File: src/rtl/ms_countdown_timer.sv
// Loadable millisecond countdown driven by the 1 ms tick. Provides busy/paused
// levels, a one-cycle done pulse on expiry, pause, abort, retrigger and
// optional periodic auto-reload.
//
//   state     | meaning
//   ----------+----------------------------------------------------------
//   ST_IDLE   | no interval active; ticks ignored, remaining is 0
//   ST_RUN    | counting down; each tick decrements remaining
//   ST_PAUSED | interval suspended; ticks ignored, remaining held
module ms_countdown_timer #(
  parameter int WIDTH = 16
) (
  input  logic             clk,
  input  logic             rst,
  input  logic             tick_1ms,
  input  logic [WIDTH-1:0] load_val,
  input  logic             start,
  input  logic             pause,
  input  logic             abort,
  input  logic             periodic,
  output logic             busy,
  output logic             paused,
  output logic [WIDTH-1:0] remaining,
  output logic             done
);

  typedef enum logic [1:0] {
    ST_IDLE   = 2'd0,
    ST_RUN    = 2'd1,
    ST_PAUSED = 2'd2
  } state_t;

  state_t           state_q, state_d;
  logic [WIDTH-1:0] remaining_q, remaining_d;
  logic [WIDTH-1:0] reload_q, reload_d;
  logic             periodic_q, periodic_d;
  logic             done_q, done_d;

  // State and datapath registers; everything clears on reset.
  always_ff @(posedge clk or posedge rst) begin
    if (rst) begin
      state_q     <= ST_IDLE;
      remaining_q <= '0;
      reload_q    <= '0;
      periodic_q  <= 1'b0;
      done_q      <= 1'b0;
    end else begin
      state_q     <= state_d;
      remaining_q <= remaining_d;
      reload_q    <= reload_d;
      periodic_q  <= periodic_d;
      done_q      <= done_d;
    end
  end

  // Next-state logic, priority abort > start > pause > tick.
  always_comb begin
    state_d     = state_q;
    remaining_d = remaining_q;
    reload_d    = reload_q;
    periodic_d  = periodic_q;
    done_d      = 1'b0;

    if (abort) begin
      state_d     = ST_IDLE;
      remaining_d = '0;
    end else if (start) begin
      if (load_val != '0) begin
        // Fresh load or retrigger: any tick this cycle is discarded.
        state_d     = ST_RUN;
        remaining_d = load_val;
        reload_d    = load_val;
        periodic_d  = periodic;
      end else begin
        // Zero-length request expires immediately and cancels any interval.
        state_d     = ST_IDLE;
        remaining_d = '0;
        done_d      = 1'b1;
      end
    end else begin
      case (state_q)
        ST_RUN: begin
          if (pause) begin
            state_d = ST_PAUSED;
          end else if (tick_1ms) begin
            if (remaining_q > WIDTH'(1)) begin
              remaining_d = remaining_q - WIDTH'(1);
            end else if (remaining_q == WIDTH'(1)) begin
              done_d = 1'b1;
              if (periodic_q) begin
                remaining_d = reload_q;
              end else begin
                remaining_d = '0;
                state_d     = ST_IDLE;
              end
            end
          end
        end
        ST_PAUSED: begin
          // The resume cycle itself does not consume a tick.
          if (!pause) begin
            state_d = ST_RUN;
          end
        end
        default: begin
          state_d = ST_IDLE;
        end
      endcase
    end
  end

  // Outputs come straight from registers.
  always_comb begin
    busy      = (state_q == ST_RUN) || (state_q == ST_PAUSED);
    paused    = (state_q == ST_PAUSED);
    remaining = remaining_q;
    done      = done_q;
  end

endmodule

File: config.mk
export PLATFORM = sky130hd
export DESIGN_NAME = ms_countdown_timer
export DESIGN_NICKNAME = d
export VERILOG_FILES = /design/src/rtl/ms_countdown_timer.sv
export SDC_FILE = /design/constraint.sdc
export NUM_CORES = 1
export LEC_CHECK = 0
export BUFFER_PORTS_ARGS = -buffer_cell sky130_fd_sc_hd__buf_4
export CAP_MARGIN = 20
export CORE_MARGIN = 2
export CORE_UTILIZATION = 40
export DETAILED_ROUTE_END_ITERATION = 6
export PLACE_DENSITY_LB_ADDON = 0.08
export SYNTH_ARGS = -nofsm -noshare
export SYNTH_HDL_FRONTEND = slang
export SYNTH_SLANG_ARGS = --single-unit
export TNS_END_PERCENT = 20
File: constraint.sdc
create_clock -name clk -period 3.05 [get_ports clk]
set_input_delay 0.1525 -clock clk [delete_from_list [all_inputs] [get_ports clk]]
set_output_delay 0.1525 -clock clk [all_outputs]
set_load 0.05 [all_outputs]
==> results of run 1 <==
==> cell families (layout without fill, tap and decap cells) <==
logic type / Yosys count / count (layout) / share of synthesized area
simple gates: 128 / 128 / 0.288
buf+inv: 23 / 67 / 0.0432
fa+ha+maj: 5 / 5 / 0.0274
xor+xnor: 9 / 9 / 0.0345
flops: 36 / 36 / 0.394
compound gates: 67 / 67 / 0.199
mux: 3 / 3 / 0.0137
==> sequential cells by signal (all words and copies together) (netlist names) <==
name        cells
remaining      16
periodic_q      1
reload_q       16
done            1
state_q         2
==> layer usage <==
metal / vias up / global-route usage / part of all wire
met5: - / 0 / 0
met2: 60 / 0.345 / 0.47
met1: 1039 / 0.339 / 0.47
li1: 1075 / - / -
met3: 6 / 0.0419 / 0.052
met4: 0 / 0.0655 / 0.0096
==> cell type report <==
type | count | area [µm²]
tap | 72 | 90.1
multi-input combinational | 212 | 1290
inverter | 10 | 37.5
timing repair buffer | 50 | 378
clock buffer | 7 | 96.3
sequential | 36 | 901
fill | 555 | 2720
==> synth_stat cells, types with 5 or more instances <==
| master | n |
|---|---|
| clkbuf_1 | 7 |
| nor3_1 | 8 |
| a21oi_1 | 13 |
| inv_1 | 10 |
| o21ai_0 | 9 |
| nor2_1 | 16 |
| dfrtp_1 | 36 |
| a31oi_1 | 9 |
| ha_1 | 5 |
| nand2_1 | 56 |
| nand3_1 | 5 |
| o211ai_1 | 5 |
| o2bb2ai_1 | 5 |
| nor4_1 | 11 |
| or2_2 | 6 |
| a211oi_1 | 5 |
| nand4_1 | 8 |
| xnor2_1 | 7 |
==> stage by stage <==
stage / cells / area, µm² / worst slack (ps) / power [µW]
6_report: 387 / 2790 / 539 / 1380
2_1_floorplan: 271 / 2290 / 497 / 870
3_3_place_gp: 379 / 2680 / 746 / 1000
5_1_grt: 387 / 2790 / 415 / 1450
4_1_cts: 387 / 2790 / 585 / 1380
3_5_place_dp: 379 / 2680 / 619 / 1000
==> cells in the final DEF, fill, tap and decap left out, drive strengths merged, types with 2 or more instances in the layout <==
master	count
a211o	2
a211oi	5
a21boi	2
a21oi	13
a22o	2
a311oi	2
a31oi	9
and2	2
buf	49
clkbuf	7
dfrtp	36
ha	5
inv	10
mux2i	2
nand2	56
nand2b	2
nand3	5
nand4	8
nor2	16
nor2b	2
nor3	9
nor4	13
o211ai	5
o21a	2
o21ai	10
o22a	2
o2bb2ai	5
o31ai	2
or2	6
or3	2
or4	4
xnor2	7
xor2	2
==> worst max path at each step <==
stage | start | to | slack [ps] | depth (start not counted)
after CTS | remaining[0]$_DFFE_PP0P_ | remaining[5]$_DFFE_PP0P_ | 590 | 8
final | remaining[0]$_DFFE_PP0P_ | remaining[5]$_DFFE_PP0P_ | 540 | 8
after global routing | remaining[0]$_DFFE_PP0P_ | remaining[9]$_DFFE_PP0P_ | 410 | 8
after detailed placement | remaining[0]$_DFFE_PP0P_ | remaining[5]$_DFFE_PP0P_ | 620 | 8
after global placement | remaining[0]$_DFFE_PP0P_ | remaining[5]$_DFFE_PP0P_ | 750 | 8
after floorplan | remaining[0]$_DFFE_PP0P_ | remaining[7]$_DFFE_PP0P_ | 500 | 9
==> what timing repair did <==
action | CTS | global route
buffers inserted | 0 | 0
hold endpoints to repair | 36 | 0
hold buffers | 1 | 0
endpoints found under the setup margin | 0 | 0
==> power groups by stage <==
| stage | clock network, µW | logic (µW) | registers (µW) |
|---|---|---|---|
| after detailed placement | 0 | 395 | 607 |
| after CTS | 387 | 398 | 597 |
| after floorplan | 0 | 218 | 652 |
| after global placement | 0 | 396 | 605 |
| final | 378 | 398 | 599 |
| after global routing | 412 | 432 | 609 |
==> results.ini, run 1 <==
[sta]
finalCritPeriodShare=0.823
slew_violations=0
min_period_ps=2510
hold_viol=0
finalSetupViolCount=0
worst_slew_pin_slew_ps=679
tns_ps=0
fmax_ghz=0.398
skew_ps=4.79
fin_hold_ws_ps=67.8
maxSlewHeadroom=0.546
grt_setup_unrepaired=false

[final_layout]
drive_gt1_frac=0.222
antenna_cells=0
final_nets=343
finish.utilization=0.507
area_delta_synth_final_pct=22.0

[clock_network]
clock_sink_count=36
cts-root-buf=clkbuf_8
clk_pin_slew_ps=70
ctsLongestPathBuffers=2
cts-resized-gates=0
cts_tree=built
insertion_delay_ps=290
numCtsBuffers=5
cts.htree.levels=2

[worst_setup_path]
ff2ff_path_depth=8
worstReg2RegStart=remaining[0]$_DFFE_PP0P_
criticalPathCategory=reg2reg
r2r-end=remaining[5]$_DFFE_PP0P_
crit_fanout=10
r2r_slack_ps=540
cpMaxStageDelayCell=or4b_2
arrival_ps=2700
crit_path_max_incr_delay_ps=610
crit_family=simple AND/OR/NAND/NOR gates
endpoint_kind=flip-flop
crit_path_start_kind=flip-flop
crit_path_cell_trace=inv_1, ha_1, or4b_2, nor4_1, o21ai_1, buf_4, o22a_1, o21a_1
critPathRequiredTime_ps=3240
path_buf_inv=2

[synth]
yosysWarnings=0
syn_avg_cell_area_um2=8.44
ys_ff_latch=36
yosysTopAreaCellShare=0.394
synth_ff_type=dfrtp_1
synth_edf_count=0
async_flop_share=1.00
yosysUniqueCellTypes=49
synthCells=271
syn_nets=299
post-synth-top-area-cell=dfrtp_1
mappedNetlistArea_um2=2290
synth_area_leaders=dfrtp_1 (39%), nand2_1 (9.2%), nor4_1 (3.0%)
ys_seq_area_frac=0.394

[global_routing]
grt_first_pass_wirelength_um=11100
grt_pass1_vias=2115
grt_max_degree=37
antenna_found_initial=0
grt_use_total=0.230
grt_overflow_total=0

[worst_hold_path]
holdPathEnd=done$_DFF_PP0_
hold_path_class=in2reg
min_path_cells=2
hp-start=abort

[pwr]
swShare=0.361
clkPwrFrac=0.275
peakVddDrop_v=0.000240
leakage_uw=0.00123
power_frac_seq=0.435
p_per_area_nw_per_um2=493
p_sw_uw=496
comb_power_share=0.290
p_int_uw=879

[place]
dpl.hpwl_um=5010
routabilityCongestion=0.831
port_buffers=41

[detailed_routing]
drc=0
routed_wl_um=6770
final_antenna_net_count=0
drtIter0Drc=289
via_count=2180
viasPerCell=5.63
first_pass_iters=4
wl_per_cell_um=17.5

[floorplan]
io_pins=42
coreArea_um2=5510
start_util=0.415
die_w_um=79.6
die_h_um=79.6
die-area_um2=6340
num_rows=27

[flow_run]
maxCapViolations=0

[outcome]
status=finished, final reports clean

Power figures use the tool's default switching activity.
==> inputs of run 2 (changes only) <==
clock period = 2.1 ns   (was 3.05 ns; I/O delays follow)
==> results.ini, run 2 (synthesized netlist as in run 1, its figures left out) <==
[outcome]
status=complete, but fails checks  ; was finished, final reports clean
violations=negative setup slack

[clock_network]
cts-root-buf=clkbuf_8  ; unchanged
insertion_delay_ps=290  ; about the same
numCtsBuffers=5  ; unchanged
cts_tree=built  ; unchanged
ctsLongestPathBuffers=2  ; unchanged
cts.htree.levels=2  ; unchanged
clock_sink_count=36  ; unchanged
clk_pin_slew_ps=70  ; about the same

[worst_setup_path]
crit_fanout=7  ; was 10
criticalPathCategory=reg2reg  ; unchanged
endpoint_kind=flip-flop  ; unchanged
critPathRequiredTime_ps=2260  ; was 3240 ps
crit_path_start_kind=flip-flop  ; unchanged
arrival_ps=2290  ; was 2700 ps

[floorplan]
die_w_um=79.6  ; unchanged
coreArea_um2=5510  ; unchanged
die_h_um=79.6  ; unchanged
start_util=0.415  ; unchanged
io_pins=42  ; unchanged
die-area_um2=6340  ; unchanged
num_rows=27  ; unchanged

[pwr]
p_per_area_nw_per_um2=659  ; was 493 nW/µm²
p_int_uw=1360  ; was 879 µW
swShare=0.361  ; about the same
clkPwrFrac=0.242  ; was 0.275
leakage_uw=0.00143  ; was 0.00123 µW
peakVddDrop_v=0.000390  ; was 0.000240 V
power_frac_seq=0.390  ; was 0.435
comb_power_share=0.368  ; was 0.290
p_sw_uw=766  ; was 496 µW

[final_layout]
ff_latch_area_um2=916  ; was 901 µm²
final_common_cell=buf_4  ; was nand2_1
multiInputGateArea_um2=1390  ; was 1290 µm²
layout_common_cells=buf_4 (86), nand2_1 (55), dfrtp_1 (26), nor2_1 (15), a21oi_1 (12)  ; was nand2_1 (56), buf_4 (49), dfrtp_1 (36), nor2_1 (16), a21oi_1 (13)
final_nets=382  ; was 343
fillCellCount=531  ; was 555
antenna_cells=0  ; unchanged
drive_gt1_frac=0.380  ; was 0.222
finish.utilization=0.585  ; was 0.507
area_delta_synth_final_pct=40.9  ; was 22.0%

[sta]
fin_ws_ps=-31.9  ; was 539 ps
grt_setup_unrepaired=true  ; was false
worst_slew_pin_slew_ps=522  ; was 679 ps
maxSlewHeadroom=0.649  ; was 0.546
hold_viol=0  ; unchanged
fin_hold_ws_ps=23.1  ; was 67.8 ps
slew_violations=0  ; unchanged
skew_ps=9.73  ; was 4.79 ps
finalSetupViolCount=1  ; was 0
fmax_ghz=0.469  ; was 0.398 GHz
tns_ps=-31.9  ; was 0 ps
finalCritPeriodShare=1.02  ; was 0.823
min_period_ps=2130  ; was 2510 ps

[detailed_routing]
drtIter0Drc=168  ; was 289
wl_per_cell_um=17.3  ; was 17.5 µm
viasPerCell=5.58  ; was 5.63
drc=0  ; unchanged
routed_wl_um=7400  ; was 6770 µm
via_count=2381  ; was 2180
final_antenna_net_count=0  ; unchanged
first_pass_iters=4  ; unchanged

[place]
dpl.hpwl_um=5550  ; was 5010 µm
routabilityCongestion=0.859  ; was 0.831
port_buffers=41  ; unchanged
place_ws_ps=-84.5  ; was 619 ps

[global_routing]
grt_max_degree=37  ; unchanged
grt_first_pass_wirelength_um=12200  ; was 11100 µm
antenna_found_initial=0  ; unchanged
grt_pass1_vias=2438  ; was 2115
grt_overflow_total=0  ; unchanged
grt_use_total=0.251  ; was 0.230

[flow_run]
maxCapViolations=0  ; unchanged

[worst_hold_path]
hold_path_class=in2reg  ; unchanged

-- run 2: cell types whose count changed in the layout (fill, tap and decap cells not counted), moves of 2 or more --
cell	delta
buf_4	+37
dfrtp_1	-10
dfrtp_2	+9
o21ai_0	-4
o21ai_1	+3
o2bb2ai_1	-3
o2bb2ai_2	+3
a211oi_1	-2
buf_12	+2
clkbuf_1	+2
ha_1	-2
ha_2	+2
nor4_1	-2
-- run 2: cell type report --
type,count,share of cell area
inverters,10,0.0117
repair buffers,89,0.216
multi-input cells,212,0.432
flip-flops and latches,36,0.284
well taps,72,0.0280
clock buffers,8,0.0280
-- run 2: what timing repair did --
| action | 4_1_cts | 5_1_grt |
|---|---|---|
| endpoints found under the hold margin | 36 | 0 |
| pin swaps | 4 | 8 |
| hold buffers | 1 | 0 |
| setup buffers | 4 | 0 |
| gates resized for setup | 3 | 18 |
| setup endpoints to repair | 11 | 16 |
-- run 2: final timing paths --
check | slack (ps) | startpoint | cells past startpoint | end
max reg2reg | -30 | remaining[9]$_DFFE_PP0P_ | 6 | remaining[3]$_DFFE_PP0P_
min | 20 | abort | 2 | done$_DFF_PP0_
max in group asynchronous | 1230 | rst | 4 | remaining[2]$_DFFE_PP0P_
max | -30 | remaining[9]$_DFFE_PP0P_ | 6 | remaining[3]$_DFFE_PP0P_
min reg2reg | 480 | reload_q[12]$_DFFE_PP0P_ | 2 | reload_q[12]$_DFFE_PP0P_
min in group asynchronous | 490 | rst | 4 | state_q[0]$_DFFE_PP0P_
-- run 2: worst max-delay path: stages, from the launching register on --
cell and delay [ps]:
dfrtp_2 410, or4_4 580, nor4_4 340, buf_4 220, a21oi_1 80, a311oi_1 240, a21oi_1 110
-- run 2: per-stage QoR --
| step | total power [µW] | std cells | area, µm² |
|---|---|---|---|
| after floorplan | 1290 | 271 | 2340 |
| after global placement | 1570 | 414 | 3010 |
| after detailed placement | 1570 | 414 | 3010 |
| after CTS | 2110 | 427 | 3150 |
| after global routing | 2240 | 427 | 3220 |
| final | 2120 | 427 | 3220 |
-- run 2: power groups by stage --
stage / Clock (µW) / Sequential (µW) / Combinational, µW
floorplan: 0 / 953 / 333
global placement: 0 / 839 / 728
detailed placement: 0 / 841 / 732
CTS: 531 / 825 / 757
global route: 558 / 838 / 844
finish: 515 / 827 / 782
-- run 2: metal layers --
layer,vias to the layer above,global-route usage,share of wire
met5,-,0,0
met4,0,0.0931,0.021
met3,14,0.0385,0.044
met2,84,0.394,0.47
met1,1128,0.350,0.47
li1,1155,-,-
==> inputs of run 3 (changes only) <==
clock period = 2.8 ns   (was 2.1 ns; I/O delays follow)
==> results.ini, run 3 (synthesized netlist as in run 1, its figures left out) <==
[global_routing]
antenna_found_initial=0  ; unchanged
grt_overflow_total=0  ; unchanged
grt_pass1_vias=2225  ; was 2438
grt_max_degree=37  ; unchanged
grt_use_total=0.239  ; was 0.251
grt_first_pass_wirelength_um=11500  ; was 12200 µm

[worst_setup_path]
crit_fanout=10  ; was 7
criticalPathCategory=reg2reg  ; unchanged
crit_path_max_incr_delay_ps=610  ; was 580 ps
crit_family=simple AND/OR/NAND/NOR gates  ; unchanged
path_buf_inv=1  ; unchanged
cpMaxStageDelayCell=or4b_2  ; was or4_4
critPathRequiredTime_ps=2980  ; was 2260 ps
crit_path_cell_trace=ha_1, or4b_2, nor4_1, o21ai_1, buf_4, o22ai_1, nor3_2  ; was or4_4, nor4_4, buf_4, a21oi_1, a311oi_1, a21oi_1
endpoint_kind=flip-flop  ; unchanged
arrival_ps=2760  ; was 2290 ps
crit_path_start_kind=flip-flop  ; unchanged

[detailed_routing]
viasPerCell=5.78  ; was 5.58
wl_per_cell_um=17.7  ; was 17.3 µm
first_pass_iters=5  ; was 4
drtIter0Drc=149  ; was 168
via_count=2283  ; was 2381
drc=0  ; unchanged
final_antenna_net_count=0  ; unchanged
routed_wl_um=6980  ; was 7400 µm

[floorplan]
die_h_um=79.6  ; unchanged
io_pins=42  ; unchanged
num_rows=27  ; unchanged
die_w_um=79.6  ; unchanged
die-area_um2=6340  ; unchanged
start_util=0.415  ; unchanged
coreArea_um2=5510  ; unchanged

[sta]
min_period_ps=2580  ; was 2130 ps
finalSetupViolCount=0  ; was 1
fmax_ghz=0.388  ; was 0.469 GHz
finalCritPeriodShare=0.921  ; was 1.02
grt_setup_unrepaired=false  ; was true
hold_viol=0  ; unchanged
maxSlewHeadroom=0.524  ; was 0.649
skew_ps=10.9  ; was 9.73 ps
tns_ps=0  ; was -31.9 ps
worst_slew_pin_slew_ps=710  ; was 522 ps
slew_violations=0  ; unchanged

[worst_hold_path]
hold_path_class=in2reg  ; unchanged

[clock_network]
cts.htree.levels=2  ; unchanged
cts_tree=built  ; unchanged
clock_sink_count=36  ; unchanged
numCtsBuffers=5  ; unchanged
cts-root-buf=clkbuf_8  ; unchanged
ctsLongestPathBuffers=2  ; unchanged
clk_pin_slew_ps=80  ; was 70 ps
insertion_delay_ps=300  ; was 290 ps
post-cts-setup-buffers=0  ; was 4

[final_layout]
antenna_cells=0  ; unchanged
drive_gt1_frac=0.241  ; was 0.380
ff_latch_area_um2=901  ; was 916 µm²
final_area_um2=2860  ; was 3220 µm²
final_nets=350  ; was 382
final_cells=395  ; was 427
fillCellCount=546  ; was 531
multiInputGateArea_um2=1290  ; was 1390 µm²
layout_common_cells=nand2_1 (56), buf_4 (56), dfrtp_1 (36), nor2_1 (16), a21oi_1 (13)  ; was buf_4 (86), nand2_1 (55), dfrtp_1 (26), nor2_1 (15), a21oi_1 (12)
area_delta_synth_final_pct=24.9  ; was 40.9%

[pwr]
leakage_uw=0.00126  ; was 0.00143 µW
peakVddDrop_v=0.000315  ; was 0.000390 V
total_power_uw=1570  ; was 2120 µW
p_per_area_nw_per_um2=551  ; was 659 nW/µm²

[place]
dpl.cell_count=386  ; was 414
port_buffers=41  ; unchanged
placed_cell_area_um2=2740  ; was 3010 µm²
dpl.hpwl_um=5080  ; was 5550 µm
routabilityCongestion=0.856  ; was 0.859

[flow_run]
maxCapViolations=0  ; unchanged

[outcome]
status=finished, final reports clean  ; was complete, but fails checks

[run 3: cell types whose count changed in the layout (fill, tap and decap cells not counted), moves of 3 or more]
cell       before  now
o21ai_1         4    1
o2bb2ai_2       3    0
o21ai_0         5    9
o2bb2ai_1       2    5
dfrtp_1        26   36
buf_4          86   56
dfrtp_2         9    0
[run 3: layout make-up]
type,count,area share
Inverter,10,0.0131
Tap cell,72,0.0315
Clock inverter,3,0.0149
Clock buffer,5,0.0241
Multi-Input combinational cell,212,0.451
Timing Repair Buffer,57,0.151
Sequential cell,36,0.315
[run 3: where the power goes]
part	leakage [µW]	total, µW	switching (µW)	internal, µW
clock network	0.0000541	469	205	264
registers	0.000455	645	71.1	574
logic	0.000756	460	284	176
total	0.00126	1570	561	1010
[run 3: final timing paths]
check / to / slack, ps / cells after the start / start
worst max-delay path: remaining[10]$_DFFE_PP0P_ / 220 / 7 / remaining[0]$_DFFE_PP0P_
min in group asynchronous: reload_q[0]$_DFFE_PP0P_ / 510 / 4 / rst
worst min register to register: reload_q[13]$_DFFE_PP0P_ / 480 / 2 / reload_q[13]$_DFFE_PP0P_
max in group asynchronous: remaining[11]$_DFFE_PP0P_ / 1950 / 4 / rst
worst min-delay path: periodic_q$_DFFE_PP0P_ / 40 / 3 / periodic
worst max register to register: remaining[10]$_DFFE_PP0P_ / 220 / 7 / remaining[0]$_DFFE_PP0P_
[run 3: through the flow]
step,util,setup slack (ps),hold slack [ps]
2_1_floorplan,-,247,206
3_3_place_gp,0.497,360,291
3_5_place_dp,0.497,284,292
4_1_cts,0.519,261,40.9
6_report,0.519,220,44.7
5_1_grt,0.519,71.8,44.9
[run 3: metal layers]
layer,global-route usage,vias to the layer above,wire length (µm)
met2,0.367,97,3200
met4,0.0966,0,130
met5,0,-,0
met3,0.0373,15,414
met1,0.335,1084,3230
li1,-,1087,-
[run 3: repair_timing]
action / 4_1_cts / 5_1_grt
hold buffers: 1 / 0
gates resized for setup: 0 / 0
endpoints found under the hold margin: 36 / 0
[run 3: worst register-to-register path: stages (launching register included)]
cell	delay (ps)
dfrtp_1	470
ha_1	280
or4b_2	610
nor4_1	290
o21ai_1	310
buf_4	280
o22ai_1	180
nor3_2	50
